--- src/rtl/count_capture.sv ---
// rtl/count_capture.sv - edge-triggered counter snapshot into a FWFT FIFO with drop tracking
module count_capture #(
   parameter int CW    = 32,
   parameter int DEPTH = 4,
   parameter int DW    = 8
) (
   input  logic                     clk,
   input  logic                     rst,
   input  logic [CW-1:0]            count_in,
   input  logic                     evt_in,
   input  logic [1:0]               edge_sel,
   output logic [CW-1:0]            ts_data,
   output logic                     ts_valid,
   input  logic                     ts_ready,
   output logic [$clog2(DEPTH):0]   level,
   output logic                     overflow,
   output logic [DW-1:0]            drop_cnt,
   input  logic                     clr_ovf
);

   localparam int AW = $clog2(DEPTH);
   localparam int LW = AW + 1;
   localparam logic [LW-1:0] FULL_LVL = LW'(DEPTH);
   localparam logic [DW-1:0] DROP_MAX = {DW{1'b1}};

   logic [CW-1:0] mem [DEPTH];
   logic [AW-1:0] wr_ptr;
   logic [AW-1:0] rd_ptr;
   logic          armed;
   logic          evt_d;
   logic          rise;
   logic          fall;
   logic          hit;
   logic          full;
   logic          pop;
   logic          push;
   logic          drop;

   // armed gates the first post-reset cycle so a high evt_in is not seen as an edge
   assign rise = evt_in & ~evt_d;
   assign fall = ~evt_in & evt_d;
   assign hit  = armed & ((edge_sel[0] & rise) | (edge_sel[1] & fall));

   assign ts_valid = (level != '0);
   assign ts_data  = mem[rd_ptr];
   assign full     = (level == FULL_LVL);
   assign pop      = ts_valid & ts_ready;
   assign push     = hit & (~full | pop);
   assign drop     = hit & full & ~pop;

   always_ff @(posedge clk) begin
      if (rst) begin
         for (int i = 0; i < DEPTH; i++) begin
            mem[i] <= '0;
         end
         wr_ptr   <= '0;
         rd_ptr   <= '0;
         level    <= '0;
         armed    <= 1'b0;
         evt_d    <= 1'b0;
         overflow <= 1'b0;
         drop_cnt <= '0;
      end else begin
         armed <= 1'b1;
         evt_d <= evt_in;

         if (push) begin
            mem[wr_ptr] <= count_in;
            wr_ptr      <= wr_ptr + AW'(1);
         end
         if (pop) begin
            rd_ptr <= rd_ptr + AW'(1);
         end

         if (push & ~pop) begin
            level <= level + LW'(1);
         end else if (pop & ~push) begin
            level <= level - LW'(1);
         end

         // a drop in the same cycle as clr_ovf restarts the count at one
         if (drop) begin
            overflow <= 1'b1;
            if (clr_ovf) begin
               drop_cnt <= DW'(1);
            end else if (drop_cnt != DROP_MAX) begin
               drop_cnt <= drop_cnt + DW'(1);
            end
         end else if (clr_ovf) begin
            overflow <= 1'b0;
            drop_cnt <= '0;
         end
      end
   end

endmodule

--- config.mk ---
export PLATFORM = sky130hd
export DESIGN_NAME = count_capture
export DESIGN_NICKNAME = d
export VERILOG_FILES = /design/src/rtl/count_capture.sv
export SDC_FILE = /design/constraint.sdc
export NUM_CORES = 1
export LEC_CHECK = 0
export CAP_MARGIN = 10
export CORE_MARGIN = 2
export CORE_UTILIZATION = 55
export DETAILED_ROUTE_END_ITERATION = 8
export DONT_BUFFER_PORTS = 1
export PLACE_DENSITY = 0.71
export SLEW_MARGIN = 20
export SYNTH_ARGS = -nofsm -noshare
export SYNTH_HDL_FRONTEND = slang
export SYNTH_SLANG_ARGS = --single-unit
--- constraint.sdc ---
create_clock -name clk -period 6.97 [get_ports clk]
set_input_delay 1.394 -clock clk [delete_from_list [all_inputs] [get_ports clk]]
set_output_delay 1.394 -clock clk [all_outputs]
set_load 0.03 [all_outputs]
==> metrics.cfg <==
[routing]
vias=3390
antenna_left=0
detail_route.iter0.violations=349
wirelength_um=12260
first_pass_iters=7
vias_per_cell=5.885
drc=7
wire_per_inst_um=21.28

[power]
irDropWorstVdd_mv=0.2284
p_per_area_nw_per_um2=332.4
power_leakage_nw=2.570
p_total_w=0.002413

[run_status]
outcome=finished with violations
violations=DRC

[logic_synthesis]
ys_seq_area_frac=0.6472
synth_cell_type_count=46
async_flop_share=0
syn_area_per_cell_um2=15.69
synthCells=418
synth-edff-count=128
yosysWarnings=0
ys.flop_type=edfxtp_1
yosys_register_bits=148
netlist_area_um2=6558
synth_nets=460

[setup_path]
r2r_end=mem[0][10]
start_kind=flip-flop
r2r_cells=5
max_stage_delay_ns=0.73
crit_chain=buf_4 > mux4_2
slowest_stage=mux4_2
cp-end-kind=output port
cp.required_ns=5.58
cp_max_fo=32
cp_data_arrival_time_ns=1.98
rrSetupSlack_ns=4.07
criticalPathCategory=reg -> out
timing.rr.start=level[0]
crit_end=ts_data[31]

[die]
die_x_um=113.2
die_h_um=113.2
num_rows=39
die-area_um2=12810
coreArea_um2=11520
start_util=0.5694
ios=84

[final_layout]
layout.nets=462
diodes=0
final_util=0.6304
final_cell_count_no_fill=576
area_delta_synth_final_pct=10.70
layout-drive-gt1-share=0.1824

[grt]
grt_pass1_wl_um=19620
overflow=0
grt_pass1_vias=3545
grt_max_degree=36
antenna_found_initial=0
globalRouteTotalUtil=0.2064

[clocking]
htreeDepth=4
postCtsHoldBufs=0
clkTransAtPathRegs_ns=0.06
cts_made_buffers=17
clk_path_buf_depth=2
cts-root-buf=clkbuf_16
clkLatencyLatePin_ns=0.42
cts_resized=0
cts_tree=done
cts.sinks=148
postCtsSetupBuffers=0

[timing]
fin_skew_ns=0.005293
period_minus_slack_ns=3.370
slew_viol_final=0
setup_viol=0
tightest_slew_ns=1.004
period_share=0.4836
max_slew_margin=0.3307
setup_tns_ns=0
rsz0062_at_grt=false
max_freq_ghz=0.2967
hold_violations=0

[placement]
gp_congestion=0.7385
portBuffers=0
hpwl_um=7338
numPlacedInstances=543

[min_path]
hp-class=reg -> reg

[flow_run]
maxCapViolCount=0

==> Yosys cell counts, types with 2 or more instances <==
library cell | n | area, um2
a21oi_1 | 8 | 40.04
and2_1 | 128 | 800.8
and3_4 | 3 | 33.78
and4b_1 | 2 | 20.02
buf_2 | 3 | 15.01
buf_6 | 9 | 101.4
clkbuf_1 | 8 | 30.03
dfxtp_1 | 20 | 400.4
edfxtp_1 | 128 | 3844
ha_1 | 2 | 25.02
inv_1 | 5 | 18.77
mux4_2 | 32 | 720.7
nand2_1 | 6 | 22.52
nand2b_1 | 2 | 12.51
nand3_1 | 4 | 20.02
nor2_1 | 8 | 30.03
nor2b_1 | 3 | 18.77
nor3_1 | 4 | 20.02
o211ai_1 | 3 | 22.52
o21ai_0 | 7 | 35.03
o31ai_1 | 2 | 15.01
or2_2 | 2 | 12.51
or3_1 | 3 | 18.77
xor2_1 | 4 | 35.03
==> metrics by stage <==
step	worst slack [ns]	hold WS (ns)	cell area, um2
final	3.600	0.5366	7259
after global routing	3.468	0.5808	7259
after CTS	3.533	0.5430	7232
after detailed placement	3.173	0.5280	6634
after global placement	3.237	0.5125	6634
after floorplan	2.193	0.4847	6558
==> registers in the layout (all words and copies together) (netlist names), named ones only <==
signal and cells:
mem 128, drop_cnt 8, level 3, rd_ptr 2, wr_ptr 2, armed 1, evt_d 1, overflow 1
==> critical path: cells and delay by family (launching register included) <==
family	cells	cell delay (ns)
flip-flops	1	0.31
multiplexers	1	0.73
buffers and inverters	1	0.51
==> kinds of logic (layout without fill, tap and decap cells) <==
| family | count (synthesis) | in the layout | share of synthesized area |
|---|---|---|---|
| flops | 148 | 148 | 0.6472 |
| simple gates | 174 | 174 | 0.1706 |
| mux | 33 | 33 | 0.1114 |
| compound gates | 29 | 29 | 0.03148 |
| buf+inv | 26 | 41 | 0.02576 |
| fa+ha+maj | 3 | 3 | 0.006868 |
| xor+xnor | 5 | 5 | 0.006678 |
==> report_power, final <==
part | switching [W] | internal, W
clock | 0.000337 | 0.000593
combinational | 0.000262 | 0.000150
sequential | 0.0000564 | 0.00102
total | 0.000655 | 0.00176
==> layout make-up <==
class                      count  area, um2
timing repair buffer           4      50.05
inverter                       5      18.77
sequential                   148       4247
clock inverter                12      161.4
fill                         845       4257
tap                          143      178.9
multi-input combinational    244       2167
clock buffer                  20      436.7
==> worst min path at each step <==
stage                     startpoint         to  depth (start not counted)
after CTS                  rd_ptr[0]  rd_ptr[0]                          2
after detailed placement   rd_ptr[0]  rd_ptr[0]                          2
final                      rd_ptr[0]  rd_ptr[0]                          2
after global routing       rd_ptr[0]  flip-flop                          2
after floorplan            rd_ptr[1]  flip-flop                          2
after global placement     rd_ptr[1]  flip-flop                          2
==> layer usage <==
layer  vias up  global-route usage  wire [um]
li1       1558                   -          -
met1      1711              0.2723       5029
met2       100              0.3242       6099
met3        21             0.06695        914
met4         0             0.07724        212
met5         -                   0          0
==> cells in the final DEF (no fill, tap or decap), types with 3 or more instances in the layout <==
| cell type | n |
|---|---|
| inv_1 | 5 |
| nor2b_1 | 3 |
| a21oi_1 | 8 |
| o21ai_0 | 5 |
| clkbuf_1 | 3 |
| bufinv_16 | 4 |
| and2_1 | 128 |
| clkbuf_16 | 17 |
| or3_1 | 3 |
| o211ai_1 | 3 |
| nand3_1 | 4 |
| nand2_1 | 6 |
| edfxtp_1 | 128 |
| dfxtp_1 | 18 |
| clkinv_1 | 3 |
| xor2_1 | 4 |
| and3_4 | 3 |
| nor2_1 | 8 |
| mux4_2 | 32 |
| buf_4 | 3 |
| nor3_1 | 4 |
| clkinv_2 | 3 |
No activity file was read; power rests on OpenSTA's default activity.
